## src/rtl/cic_integrator_chain.sv

```systemverilog
// Cascaded CIC integrator section for an I/Q sample pair: NUM_STAGES wrapping
// accumulators per rail, driven by a ready/valid handshake on both sides.
module cic_integrator_chain #(
  parameter int IN_WIDTH   = 16,
  parameter int OUT_WIDTH  = 32,
  parameter int NUM_STAGES = 4
) (
  input  logic                 i_clock,
  input  logic                 i_reset,
  input  logic                 i_clear,
  input  logic [IN_WIDTH-1:0]  i_inph_data,
  input  logic [IN_WIDTH-1:0]  i_quad_data,
  input  logic                 i_valid,
  output logic                 o_ready,
  output logic [OUT_WIDTH-1:0] o_inph_data,
  output logic [OUT_WIDTH-1:0] o_quad_data,
  output logic                 o_valid,
  input  logic                 i_ready
);

  localparam int FILL_W = $clog2(NUM_STAGES + 1);
  localparam logic [FILL_W-1:0] FILL_MAX  = FILL_W'(NUM_STAGES);
  localparam logic [FILL_W-1:0] FILL_LAST = FILL_W'(NUM_STAGES - 1);

  logic [OUT_WIDTH-1:0] inph_acc [NUM_STAGES];
  logic [OUT_WIDTH-1:0] quad_acc [NUM_STAGES];
  logic [OUT_WIDTH-1:0] inph_ext;
  logic [OUT_WIDTH-1:0] quad_ext;
  logic [FILL_W-1:0]    fill_count;
  logic                 adv;

  assign inph_ext = OUT_WIDTH'($signed(i_inph_data));
  assign quad_ext = OUT_WIDTH'($signed(i_quad_data));

  assign o_ready = !o_valid || i_ready;
  assign adv     = i_valid && o_ready;

  assign o_inph_data = inph_acc[NUM_STAGES-1];
  assign o_quad_data = quad_acc[NUM_STAGES-1];

  // Reset and clear flush identical state, so they share one branch.
  always_ff @(posedge i_clock) begin
    if (i_reset || i_clear) begin
      for (int unsigned k = 0; k < NUM_STAGES; k++) begin
        inph_acc[k] <= '0;
        quad_acc[k] <= '0;
      end
      fill_count <= '0;
      o_valid    <= 1'b0;
    end else if (adv) begin
      inph_acc[0] <= inph_acc[0] + inph_ext;
      quad_acc[0] <= quad_acc[0] + quad_ext;
      for (int unsigned k = 1; k < NUM_STAGES; k++) begin
        inph_acc[k] <= inph_acc[k] + inph_acc[k-1];
        quad_acc[k] <= quad_acc[k] + quad_acc[k-1];
      end
      if (fill_count != FILL_MAX) begin
        fill_count <= fill_count + 1'b1;
      end
      if (fill_count >= FILL_LAST) begin
        o_valid <= 1'b1;
      end
    end else if (o_valid && i_ready) begin
      o_valid <= 1'b0;
    end
  end

endmodule

```

## config.mk

```make
export PLATFORM = sky130hd
export DESIGN_NAME = cic_integrator_chain
export DESIGN_NICKNAME = d
export VERILOG_FILES = /design/src/rtl/cic_integrator_chain.sv
export SDC_FILE = /design/constraint.sdc
export NUM_CORES = 1
export LEC_CHECK = 0
export CAP_MARGIN = 20
export CORE_UTILIZATION = 45
export CTS_CLUSTER_DIAMETER = 120
export DETAILED_ROUTE_END_ITERATION = 10
export PLACE_DENSITY = 0.58
export SLEW_MARGIN = 30
export SYNTH_ARGS = -nofsm -noshare
export SYNTH_HDL_FRONTEND = slang
export SYNTH_SLANG_ARGS = --single-unit
```

## constraint.sdc

```tcl
create_clock -name i_clock -period 10.8 [get_ports i_clock]
set_clock_uncertainty 0.2 [all_clocks]
set_input_delay 1.62 -clock i_clock [delete_from_list [all_inputs] [get_ports i_clock]]
set_output_delay 1.62 -clock i_clock [all_outputs]
set_load 0.01 [all_outputs]
```

==> reports/summary.txt <==
R2r endpoint: quad_acc[2][28]
First-pass GRT wire length: 87.5 mm
Core area: 47800 sq um
Post-CTS sizing: 0
Required time of the critical path: 10.87 ns
Cell depth of the worst flop-to-flop path: 11
Worst hold slack: 0.383 ns
Post-Route WL: 55.1 mm
Share of cells above drive strength 1: 0.0351
Crit. End Element: flop
Synthesis-to-finish area growth: 12.2%
Placed instance area: 23500 sq um
Leakage: 11.0 nW
Worst Hold End: fill_count[1]
Post-synthesis sequential area ratio: 0.355
Initial core utilization: 0.457
Cell family with most CP delay: compound AO/OA/AOI/OAI gates
Cell Count, Final, Fillers Out: 3092
Placed insts: 3029
Vias in the first global route: 16.7k
Rel. slew slack: 0.395
Final Util: 0.513
HPWL after DPL: 40.1 mm
IO Port Bufs: 102
Max Slew Vio Count: 0
Primary FF master, synth: edfxtp_1
DIE HEIGHT: 222 um
Post-synthesis cell area: 21900 sq um
Via count: 18.1k
Worst R2R Start: quad_acc[1][0]
CP max-delay cell: or4b_1
Vias per std cell: 5.85
Clk Latency, worst-skew pair: 0.55 ns
Synth async-reset ratio: 0
RSZ-0062 raised after global routing: false
Std-Cell Rows: 80
Yosys warns: 0
DIE WIDTH: 222 um
Slew of the pin with the lowest slew margin: 0.907 ns
Commonest non-fill, non-tap cell in the layout: nor2_1
WL per Instance: 17.8 um
Avg Inst Size Synth: 9.19 sq um
Leading area contributor after synthesis: edfxtp_1
Fin. Hold Viols: 0
Most frequent cells in the layout: 293 x nor2_1, 256 x edfxtp_1, 251 x ha_1
Die area: 49500 sq um
Total GRT Usage: 0.217
Nets: 2748
Largest net degree at the start of global routing: 170
Share of Yosys cell area claimed by the top area cell type: 0.352
Worst hold path class: flop to flop
CTS Buf Count: 35
Clock transition at path regs: 0.06 ns
Post-synth EDFFs: 256
Root buf cell: clkbuf_16
CP max FO: 5
Design Power: 3.01 mW
CP arrival: 4.86 ns
Fmax: 209 MHz
Worst setup margin: 6.01 ns
Startpoint types: input port
H-Tree Depth: 2
ANT nets after route: 0
Maxcap violations: 0
Clock tree buffer depth: 3
Final period utilization: 0.443
Initial DRC count: 1352
Critical path class: input port to flop
Post-CTS setup buffers: 0
Fillcell total: 4446
Crit-path cells: clkdlybuf4s50_1 -> ha_1 -> fa_1 -> a21o_1 -> a21oi_1 -> o21ai_0 -> a41oi_1 -> or4b_1 -> a41o_1 -> o41ai_2 -> xnor2_1 -> nor2_1
Largest cells by area after synthesis: edfxtp_1 35%, ha_1 14%, a21oi_1 5.3%, a21o_1 5.3%, nor2_1 5.0%
Design Area, Final: 24500 sq um
Hold Startpoint: fill_count[1]
Yosys cell types: 72
CTS sink cnt: 260
Gr ovfl total: 0
Status: complete, no violations
Post-CTS Hold Fix Bufs: 0
Flop-to-flop setup slack: 6.71 ns
TritonCTS clock tree: done
Syn Inst Count: 2379
Final Setup Violations: 0
Initial antenna violation count: 0
DRC viols: 0
1st-pass router iterations: 5
Power density cells: 123 nW/um^2
Cell depth of the worst hold path: 2
Buffers & Inverters on Critical Path: 1
Top-Level Pins: 103
Final GP Congestion: 0.890
Post-synthesis net count: 2675
FF+latch count, synth: 260
Max stage delay on crit path: 0.63 ns
Final setup TNS: 0 ns
Minimum clock period: 4.79 ns
VDD IR max: 95.6 uV
Pre-CTS setup slack: 5.42 ns
report_power, final:
group	switching, mW	internal [mW]	total, mW
clock	0.462	0.648	1.11
combinational	0.391	0.278	0.669
sequential	0.0516	1.18	1.23
registers in the layout (all words and copies together), names as in the netlist:
register and flops:
inph_acc 128, quad_acc 128, fill_count 3, o_valid 1
Yosys cell counts, types with 5 or more instances:
| library cell | n |
|---|---|
| a2111oi_0 | 6 |
| a211o_1 | 6 |
| a211oi_1 | 18 |
| a21boi_0 | 6 |
| a21o_1 | 154 |
| a21oi_1 | 233 |
| a221o_1 | 8 |
| a221oi_1 | 13 |
| a31o_2 | 5 |
| a31oi_1 | 36 |
| a41oi_1 | 6 |
| and2_1 | 39 |
| and3_1 | 33 |
| and4_1 | 7 |
| clkbuf_1 | 69 |
| edfxtp_1 | 256 |
| fa_1 | 8 |
| ha_1 | 251 |
| inv_1 | 60 |
| mux2i_1 | 17 |
| nand2_1 | 168 |
| nand2b_1 | 16 |
| nand3_1 | 48 |
| nand3b_1 | 5 |
| nand4_1 | 33 |
| nor2_1 | 293 |
| nor2b_1 | 16 |
| nor3_1 | 43 |
| nor3b_1 | 10 |
| nor4_1 | 16 |
| o2111ai_1 | 5 |
| o211ai_1 | 9 |
| o21a_1 | 30 |
| o21ai_0 | 126 |
| o21bai_1 | 39 |
| o31ai_1 | 16 |
| or2_2 | 20 |
| or3_1 | 5 |
| xnor2_1 | 119 |
| xor2_1 | 78 |
how the worst max path moves through the flow:
stage	end	start	slack (ns)	depth (start not counted)
floorplan	inph_acc[0][0]	i_ready	2.48	3
global placement	quad_acc[0][29]	i_quad_data[15]	5.55	9
detailed placement	quad_acc[0][29]	i_quad_data[15]	5.42	9
CTS	quad_acc[0][29]	i_quad_data[15]	6.02	9
global route	inph_acc[0][26]	i_inph_data[0]	5.81	12
finish	inph_acc[0][30]	i_inph_data[0]	6.01	12
per-layer routing:
layer,part of all wire,global-route usage,wire length (um),vias to the layer above
met3,0.059,0.0356,3230,59
li1,-,-,-,9095
met2,0.41,0.314,22800,453
met5,0,0,0,-
met4,0.017,0.0549,953,0
met1,0.51,0.331,28100,8485
worst reg2reg max path, cell delays in order, from the launching register on:
cell and delay [ns]:
edfxtp_1 0.41, ha_1 0.24, fa_1 0.43, a21oi_1 0.25, o21ai_0 0.12, a31oi_1 0.35
o21ai_0 0.32, a311oi_1 0.79, o31a_1 0.36, o21ai_0 0.15, xnor2_1 0.15, nor2_1 0.05
kinds of logic (layout without fill, tap and decap cells):
logic type      after synthesis  in the layout  share of synthesized area
compound gates              751            751                      0.221
xor+xnor                    197            197                     0.0789
fa+ha+maj                   259            259                      0.151
buf+inv                     133            230                     0.0230
flops                       260            260                      0.355
mux                          18             18                    0.00830
other cells                   0              1                          0
simple gates                761            761                      0.163
area by class of cell:
class	instances	area [sq um]	share of cell area
Multi-Input combinational cell	1986	13600	0.555
Sequential cell	260	7770	0.317
Timing Repair Buffer	109	1110	0.0451
Clock buffer	49	971	0.0396
Tap cell	615	769	0.0314
Inverter	60	225	0.00918
Clock inverter	12	76.3	0.00311
Antenna cell	1	2.50	0.000102
(Power assumes the default switching activity.)
